<file path="config.mk">
export PLATFORM = sky130hd
export DESIGN_NAME = hs_arbiter_2
export DESIGN_NICKNAME = d
export VERILOG_FILES = /design/src/rtl/hs_pkg.sv /design/src/rtl/hs_arbiter_2_rr_pick.sv /design/src/rtl/hs_arbiter_2.sv
export SDC_FILE = /design/constraint.sdc
export NUM_CORES = 1
export LEC_CHECK = 0
export ABC_AREA = 1
export BUFFER_PORTS_ARGS = -buffer_cell sky130_fd_sc_hd__buf_2
export CORE_MARGIN = 10
export CORE_UTILIZATION = 46
export DETAILED_ROUTE_END_ITERATION = 10
export PLACE_DENSITY = 0.87
export SYNTH_ARGS = -nofsm -noshare
export SYNTH_HDL_FRONTEND = slang
export SYNTH_HIERARCHICAL = 1
export SYNTH_SLANG_ARGS = --single-unit
</file>
<file path="constraint.sdc">
create_clock -name clk_i -period 3.8 [get_ports clk_i]
set_input_delay 0.38 -clock clk_i [delete_from_list [all_inputs] [get_ports clk_i]]
set_output_delay 0.38 -clock clk_i [all_outputs]
set_load 0.01 [all_outputs]
</file>
<file path="src/rtl/hs_pkg.sv">
// Shared definitions for the two-requester hs arbiter.
// Provides the arbiter FSM state encoding, the read data returned
// with a timeout error, and the default timeout length in cycles.
package hs_pkg;

  typedef enum logic [1:0] {
    IDLE  = 2'd0,
    BUSY  = 2'd1,
    ABORT = 2'd2
  } hs_state_t;

  // Read data returned to a requester whose transaction was aborted
  localparam int unsigned HS_ERR_DATA = 0;

  // Cycles a granted transaction may wait for the target before aborting
  localparam int unsigned HS_DEFAULT_TIMEOUT = 1023;

endpackage

</file>
<file path="src/rtl/hs_arbiter_2_rr_pick.sv">
// Combinational round-robin selector for two requesters.
// Ports:
//   req         - request vector, bit k set when requester k wants the target
//   last_grant  - index of the requester granted most recently
//   grant_valid - at least one requester is asking
//   grant_idx   - index of the requester to grant (valid with grant_valid)
module rr_pick_2 (
  input  logic [1:0] req,
  input  logic       last_grant,
  output logic       grant_valid,
  output logic       grant_idx
);

  // A lone requester always wins; on a tie the one not served last time wins
  always_comb begin
    grant_valid = |req;
    grant_idx   = 1'b0;
    case (req)
      2'b01:   grant_idx = 1'b0;
      2'b10:   grant_idx = 1'b1;
      2'b11:   grant_idx = ~last_grant;
      default: grant_idx = 1'b0;
    endcase
  end

endmodule

</file>
<file path="src/rtl/hs_arbiter_2.sv">
// Two-requester round-robin arbiter sharing one hs target.
// One transaction is in flight at a time; the grant is held until the
// target answers with s_ready_i, or until TIMEOUT cycles elapse, in which
// case the requester gets a ready pulse flagged with an error.
// Ports:
//   clk_i, rst_ni          - clock, asynchronous active-low reset
//   m0_* / m1_*            - requester hs ports (read/write/addr/data in,
//                            ready/data/err out)
//   s_read_o .. s_data_o   - registered target request
//   s_ready_i, s_data_i    - target completion pulse and read data
module hs_arbiter_2
  import hs_pkg::*;
#(
  parameter int unsigned ADDR_W  = 32,
  parameter int unsigned DATA_W  = 32,
  parameter int unsigned TIMEOUT = HS_DEFAULT_TIMEOUT
) (
  input  logic              clk_i,
  input  logic              rst_ni,
  input  logic              m0_read_i,
  input  logic              m0_write_i,
  input  logic [ADDR_W-1:0] m0_addr_i,
  input  logic [DATA_W-1:0] m0_data_i,
  output logic              m0_ready_o,
  output logic [DATA_W-1:0] m0_data_o,
  output logic              m0_err_o,
  input  logic              m1_read_i,
  input  logic              m1_write_i,
  input  logic [ADDR_W-1:0] m1_addr_i,
  input  logic [DATA_W-1:0] m1_data_i,
  output logic              m1_ready_o,
  output logic [DATA_W-1:0] m1_data_o,
  output logic              m1_err_o,
  output logic              s_read_o,
  output logic              s_write_o,
  output logic [ADDR_W-1:0] s_addr_o,
  output logic [DATA_W-1:0] s_data_o,
  input  logic              s_ready_i,
  input  logic [DATA_W-1:0] s_data_i
);

  // A zero TIMEOUT disables the counter, but it still needs a legal width
  localparam int CNT_W = (TIMEOUT == 0) ? 1 : $clog2(TIMEOUT + 1);
  localparam logic [CNT_W-1:0] CNT_LAST = CNT_W'(TIMEOUT - 1);
  localparam logic [DATA_W-1:0] ERR_DATA = DATA_W'(HS_ERR_DATA);

  hs_state_t state, state_next;

  logic             grant;
  logic             last_grant;
  logic [CNT_W-1:0] cnt;

  logic grant_valid;
  logic grant_idx;
  logic grant_take;
  logic strobe_clear;
  logic cnt_inc;
  logic done;
  logic abort;

  logic              sel_read;
  logic              sel_write;
  logic [ADDR_W-1:0] sel_addr;
  logic [DATA_W-1:0] sel_data;

  rr_pick_2 u_pick (
    .req         ({m1_read_i | m1_write_i, m0_read_i | m0_write_i}),
    .last_grant  (last_grant),
    .grant_valid (grant_valid),
    .grant_idx   (grant_idx)
  );

  assign sel_read  = grant_idx ? m1_read_i  : m0_read_i;
  assign sel_write = grant_idx ? m1_write_i : m0_write_i;
  assign sel_addr  = grant_idx ? m1_addr_i  : m0_addr_i;
  assign sel_data  = grant_idx ? m1_data_i  : m0_data_i;

  always_ff @(posedge clk_i or negedge rst_ni) begin
    if (!rst_ni) state <= IDLE;
    else         state <= state_next;
  end

  // Completion takes priority over an expiring counter, so a target that
  // answers in the last allowed cycle still completes without error
  always_comb begin
    state_next   = state;
    grant_take   = 1'b0;
    strobe_clear = 1'b0;
    cnt_inc      = 1'b0;
    done         = 1'b0;
    abort        = 1'b0;
    case (state)
      IDLE: begin
        if (grant_valid) begin
          grant_take = 1'b1;
          state_next = BUSY;
        end
      end
      BUSY: begin
        if (s_ready_i) begin
          done         = 1'b1;
          strobe_clear = 1'b1;
          state_next   = IDLE;
        end else if (TIMEOUT != 0 && cnt == CNT_LAST) begin
          strobe_clear = 1'b1;
          state_next   = ABORT;
        end else begin
          cnt_inc = 1'b1;
        end
      end
      ABORT: begin
        abort      = 1'b1;
        state_next = IDLE;
      end
      default: state_next = IDLE;
    endcase
  end

  // Requester responses are combinational so a target answering in the
  // same cycle is forwarded without an extra cycle of latency
  assign m0_ready_o = (done | abort) & ~grant;
  assign m1_ready_o = (done | abort) &  grant;
  assign m0_err_o   = abort & ~grant;
  assign m1_err_o   = abort &  grant;
  assign m0_data_o  = (done && !grant) ? s_data_i : ERR_DATA;
  assign m1_data_o  = (done &&  grant) ? s_data_i : ERR_DATA;

  // Target request registers; a write beats a read from the same master.
  // Address and data stay put after the strobe drops.
  always_ff @(posedge clk_i or negedge rst_ni) begin
    if (!rst_ni) begin
      grant      <= 1'b0;
      last_grant <= 1'b1;
      cnt        <= '0;
      s_read_o   <= 1'b0;
      s_write_o  <= 1'b0;
      s_addr_o   <= '0;
      s_data_o   <= '0;
    end else if (grant_take) begin
      grant      <= grant_idx;
      last_grant <= grant_idx;
      cnt        <= '0;
      s_read_o   <= sel_read & ~sel_write;
      s_write_o  <= sel_write;
      s_addr_o   <= sel_addr;
      s_data_o   <= sel_data;
    end else begin
      if (strobe_clear) begin
        s_read_o  <= 1'b0;
        s_write_o <= 1'b0;
      end
      if (cnt_inc) cnt <= cnt + 1'b1;
    end
  end

endmodule

</file>
==> results of run 1 <==
## synthesized netlist by cell type, types with 2 or more instances
cell type	number
o21ai_0	121
o21ai_1	10
dfrtp_1	79
nand3_2	2
nor2_4	2
clkbuf_1	9
buf_2	15
buf_6	5
ha_1	2
nand2_1	170
xnor2_1	2
xor2_1	3
clkbuf_2	2
inv_1	111
nor2_1	72
nand3_1	17
nand2_2	3
or2_2	2
buf_4	5
## layer usage
| layer | vias to the layer above | wire, um |
|---|---|---|
| met5 | - | 0 |
| li1 | 2517 | - |
| met3 | 19 | 1550 |
| met4 | 0 | 300 |
| met1 | 2094 | 5640 |
| met2 | 216 | 7860 |
## report_power, final
part | switching (mW) | internal [mW]
Combinational | 1.25 | 0.721
Clock | 0.317 | 0.372
Sequential | 0.219 | 1.25
Total | 1.79 | 2.34
## cell families (layout without fill, tap and decap cells)
| family | count (synthesis) | in the layout | share of synthesized area |
|---|---|---|---|
| xor+xnor | 5 | 5 | 0.00971 |
| compound gates | 133 | 133 | 0.148 |
| buf+inv | 148 | 432 | 0.140 |
| fa+ha+maj | 2 | 2 | 0.00555 |
| mux | 2 | 2 | 0.00471 |
| simple gates | 274 | 274 | 0.248 |
| other cells | 0 | 1 | 0 |
| flops | 80 | 80 | 0.444 |
## critical path: stages, from the launching register on
cell,delay (ns)
dfrtp_1,0.45
nor2_4,0.21
nand3_2,0.49
nor2_1,0.33
buf_2,0.18
## layout by cell type (no fill, tap or decap), types with 3 or more instances in the layout
cell and count:
inv_1 111, nor2_1 72, nand2_1 170, nand3_1 17, buf_4 5, clkbuf_8 9, xor2_1 3, buf_2 299
o21ai_0 121, o21ai_1 10, dfrtp_1 79
## cell type report
cell class              instances  share of cell area
inverters                     112              0.0672
clock buffers                   9              0.0198
well taps                     133              0.0266
flip-flops and latches         80               0.320
multi-input cells             416               0.302
repair buffers                305               0.248
diodes                          1            0.000400
clock inverters                 6              0.0150
## flip-flops by register name, indices dropped and copies added, names as in the netlist
register,count
last_grant,1
s_addr_o,32
s_read_o,1
cnt,10
s_write_o,1
grant,1
state,2
s_data_o,32
## worst paths after layout
kind                                from       endpoint  slack, ns  cells after the start
hold reg to reg             s_data_o[23]   s_data_o[23]       0.48                      2
setup / recovery                state[1]  m0_data_o[28]       1.41                      4
min in group clk_i         m0_addr_i[23]   s_addr_o[23]       0.31                      3
max in group asynchronous         rst_ni   s_data_o[21]       2.97                      1
hold / removal                    rst_ni   s_addr_o[18]       0.17                      1
setup reg to reg              last_grant   s_data_o[15]       1.94                      5
## stage by stage
step	total power [mW]	std cells
final	4.13	1062
after global routing	4.50	1062
after CTS	4.18	1061
after detailed placement	3.49	1046
after global placement	3.42	1046
after floorplan	2.68	644
==> key figures, run 1 <==
CTS
  – Clock buffer depth: 2
  – Root Driver: clkbuf_8
  – Clk slew on worst S/H paths: 0.09 ns
  – CTS tree: done
  – Worst-Skew Late Latency: roughly 0.35 ns
  – TritonCTS Sinks: 80
  – Cts bufs inserted: 9
  – Post-CTS Resized: 0
  – Hold buffer count at cts: 0
  – Setup Fix Bufs, Post-CTS: 0
  – H-tree depth reported by CTS: 3

GRT
  – Vias in the first global route: between 4k and 5k
  – Met2 Usage GRT: 0.373
  – First-pass GRT wire length: 23800 um
  – Gr ovfl total: 0
  – Most used routing layer: met2
  – Pin count of the biggest net entering global routing: 86
  – GR Layer Usage met1: 0.209
  – Tot GR Track Use: 0.204
  – Initial antenna violation count: 1
  – Grt met3 use: 0.0803

Yosys
  – Mapped Cells: 644
  – Syn_nets: between 800 and 900
  – Post-synthesis sequential area ratio: 0.444
  – Async S/R FF share, synth: 1.00
  – Distinct cells, synth: 31
  – Syn avg cell area: around 7.0 um2
  – Synth top area cells: dfrtp_1 (44%), nand2_1 (14%), o21ai_0 (13%)
  – Largest area contributor in the netlist: dfrtp_1
  – Top FF cell, synth: dfrtp_1
  – Mapped cell area: ~4500 um2
  – Synth warn: 6
  – Synth Register Bits: 80
  – Top-area cell type share of the netlist area: 0.438
  – Number of synthesized flops with an enable pin: 0

Floorplan
  – Core area: about 9700 um2
  – Initial Util: 0.466
  – Die Area: roughly 14000 um2
  – Die W: 119 um
  – Row cnt: 36
  – Ports: ~300
  – DIE HEIGHT: 119 um

Layout
  – Area added between synthesis and finish: 38.7%
  – Fin nets: 1093
  – Fillers: between 800 and 900
  – Reg area: about 2000 um2
  – Core Util, Final: 0.646
  – Final Cell Area: about 6300 um2
  – Layout cells sized above 1: 0.361
  – Area of the multi-input gates: between 1500 and 2000 um2

Place
  – Area after DPL: slightly above 6000 um2
  – Dpl ws: approximately 1.4 ns
  – Port Buf Inserts: 300
  – Post-DP HPWL: approximately 12000 um
  – Routability cong.: 0.903

Critical path
  – CP arrival: approximately 2 ns
  – Worst EP required: ~3.4 ns
  – Crit start category: register
  – Critical path type: reg2out
  – Crit Path Max Fanout: 33
  – Critical Path End Type: output pin

Pwr
  – PwrDens: 660 nW/um2
  – Worst VDD drop: 360 uV
  – Lkg Pwr: roughly 3.9 nW

Routing
  – DRT Wirelength: 15300 um
  – Post-route ant nets: 0
  – Pre-antenna DRT Iters: 5
  – Starting DRT DRC Count: 220
  – Via count: about 4.8k
  – Routed len/inst: approximately 14 um
  – # DRC: 0
  – Detail-routed via count per cell: approximately 4.6

Timing
  – Crit share post-route: 0.628
  – Skew final: about 0.013 ns
  – Post-route setup slack: around 1.4 ns
  – Hold WS: roughly 0.17 ns
  – Final number of hold-violating endpoints: 0
  – Max frequency: roughly 0.42 GHz
  – Worst-Margin Slew: 0.986 ns
  – Final setup fails: 0
  – Slew margin rel.: 0.343
  – RSZ-0062 raised after global routing: no
  – Sum Neg Setup Slack: 0 ns
  – Minimum clock period: between 2 and 2.5 ns
  – Fin. max-slew vios: 0

Job
  – Max Cap Violations: 0

Hold path
  – Hold Crit Class: in2async

Outcome
  – Status: completed
Note: power is estimated with default switching activity, not from simulation.
==> run 2, diff against run 1 <==
--- a/config.mk
+++ b/config.mk
@@ -8,9 +8,9 @@
 export ABC_AREA = 1
 export BUFFER_PORTS_ARGS = -buffer_cell sky130_fd_sc_hd__buf_2
 export CORE_MARGIN = 10
-export CORE_UTILIZATION = 46
+export CORE_UTILIZATION = 38
 export DETAILED_ROUTE_END_ITERATION = 10
-export PLACE_DENSITY = 0.87
+export PLACE_DENSITY = 0.77
 export SYNTH_ARGS = -nofsm -noshare
 export SYNTH_HDL_FRONTEND = slang
 export SYNTH_HIERARCHICAL = 1
==> constraint.sdc (replaced) <==
create_clock -name clk_i -period 2 [get_ports clk_i]
set_input_delay 0.2 -clock clk_i [delete_from_list [all_inputs] [get_ports clk_i]]
set_output_delay 0.2 -clock clk_i [all_outputs]
set_load 0.01 [all_outputs]
==> key figures, run 2 (synthesis results as in run 1) <==
Critical path
  – Crit Path Max Fanout: 14
  – Critical path type: reg2out
  – Bufs and invs on worst path: 2
  – Worst EP required: 1.80 ns
  – CP arrival: 1.61 ns
  – Critical Path End Type: output pin
  – Critical-path cell list: nor2_4 > nand3_4 > buf_4 > nor2_1 > buf_2
  – Kind of cell adding the most delay to the critical path: simple AND/OR/NAND/NOR gates
  – Slowest Stage Delay on Critical Path: between 0.4 and 0.5 ns
  – Crit path from: state[1]
  – Crit start category: register
  – Critical path's slowest cell: dfrtp_1
  – Reg2Reg Setup Slack: between 0.5 and 0.6 ns
  – R2r endpoint: cnt[2]
  – Reg-to-Reg Start: cnt[0]
  – R2R depth: 9

Timing
  – Hold WS: approximately 0.16 ns
  – Final setup fails: 0
  – Minimum clock period: between 1.5 and 2 ns
  – RSZ-0062 raised after global routing: no
  – Slew margin rel.: 0.675
  – Fin. max-slew vios: 0
  – Crit share post-route: 0.906
  – Final number of hold-violating endpoints: 0
  – Skew final: 0.00257 ns
  – Sum Neg Setup Slack: 0 ns
  – Worst-Margin Slew: 0.487 ns
  – Post-route setup slack: roughly 0.19 ns
  – Max frequency: 0.552 GHz

Hold path
  – Hold path depth: 3
  – Min-delay src: m0_data_i[6]
  – Worst Hold End: s_data_o[6]
  – Hold Crit Class: in2reg

GRT
  – Vias in the first global route: 4708
  – Gr ovfl total: 0
  – Pin count of the biggest net entering global routing: between 70 and 80
  – Initial antenna violation count: 1
  – Tot GR Track Use: 0.167
  – First-pass GRT wire length: about 23000 um

Pwr
  – Lkg Pwr: about 3.9 nW
  – PwrDens: about 1300 nW/um2
  – Worst VDD drop: approximately 640 uV

Place
  – Post-DP HPWL: roughly 12000 um
  – Routability cong.: roughly 0.84
  – Dpl ws: roughly 0.35 ns
  – Port Buf Inserts: 300
  – Area after DPL: between 6000 and 7000 um2

Layout
  – Fin nets: 1097
  – Layout cells sized above 1: 0.357
  – Fillers: around 1.2k
  – Reg area: 2000 um2
  – Final Cell Area: around 6400 um2
  – Biggest regs: s_addr_o (32), s_data_o (32), cnt (10)
  – Area of the multi-input gates: roughly 1900 um2
  – Area added between synthesis and finish: 41.9%
  – Commonest non-fill, non-tap cell in the layout: buf_2
  – Core Util, Final: 0.556
  – Commonest non-fill, non-tap cells in the layout: buf_2 (299), nand2_1 (170), o21ai_0 (121)

CTS
  – Clk slew on worst S/H paths: approximately 0.06 ns
  – Setup Fix Bufs, Post-CTS: 0
  – H-tree depth reported by CTS: 3
  – Root Driver: clkbuf_16
  – Worst-Skew Late Latency: roughly 0.32 ns
  – Cts bufs inserted: 9
  – Clock buffer depth: 2
  – TritonCTS Sinks: 80
  – CTS tree: done

Routing
  – Via count: 4824
  – Pre-antenna DRT Iters: 4
  – Detail-routed via count per cell: approximately 4.5
  – Post-route ant nets: 0
  – Routed len/inst: about 14 um
  – DRT Wirelength: 15000 um
  – # DRC: 0
  – Starting DRT DRC Count: around 160

Job
  – Max Cap Violations: 0

Floorplan
  – DIE HEIGHT: approximately 130 um
  – Die Area: roughly 17000 um2
  – Row cnt: 39
  – Die W: around 130 um
  – Ports: between 300 and 400
  – Core area: around 12000 um2
  – Initial Util: 0.392

Outcome
  – Status: completed
-- run 2: changes by cell type in the layout (fill, tap and decap cells not counted), sizes merged --
cell         delta
bufinv          -2
clkinv          -3
clkbuf          +7
buf             +3
dlygate4sd3     +1
inv             -1
-- run 2: worst min-delay path: cells and delay by family --
| kind | cells | cell delay, ns |
|---|---|---|
| AOI/OAI and AO/OA | 2 | 0.17 |
| buffers and inverters | 1 | 0.07 |
-- run 2: layout make-up --
type,count,area share
Sequential cell,80,0.313
Antenna cell,1,0.000391
Inverter,112,0.0657
Clock buffer,16,0.0408
Timing Repair Buffer,309,0.256
Tap cell,143,0.0279
Multi-Input combinational cell,416,0.297
-- run 2: worst max-delay path by stage --
stage,endpoint,slack (ns),depth (start not counted)
global placement,s_write_o,0.37,7
finish,m0_data_o[16],0.19,5
global route,m0_data_o[23],0.03,6
detailed placement,s_write_o,0.35,7
floorplan,s_read_o,0.41,7
CTS,m0_data_o[16],0.08,5
-- run 2: routing by layer --
metal,vias to the layer above,track usage,part of all wire
li1,2527,-,-
met2,203,0.302,0.50
met1,2074,0.169,0.37
met5,-,0,0
met3,20,0.0731,0.12
met4,0,0.0548,0.020
-- run 2: power breakdown --
| group | switching, mW | internal, mW | total (mW) |
|---|---|---|---|
| clock network | 0.583 | 0.878 | 1.46 |
| logic | 2.36 | 1.46 | 3.82 |
| registers | 0.397 | 2.38 | 2.77 |
-- run 2: through the flow --
stage | std cells | total power, mW
6_report | 1077 | 8.06
5_1_grt | 1077 | 8.79
4_1_cts | 1076 | 8.20
3_5_place_dp | 1059 | 6.68
3_3_place_gp | 1059 | 6.60
2_1_floorplan | 644 | 5.09
-- run 2: timing repair --
action	CTS	global route
resized for setup	0	1
hold endpoints to repair	36	0
endpoints found under the setup margin	0	17
hold buffers	1	0
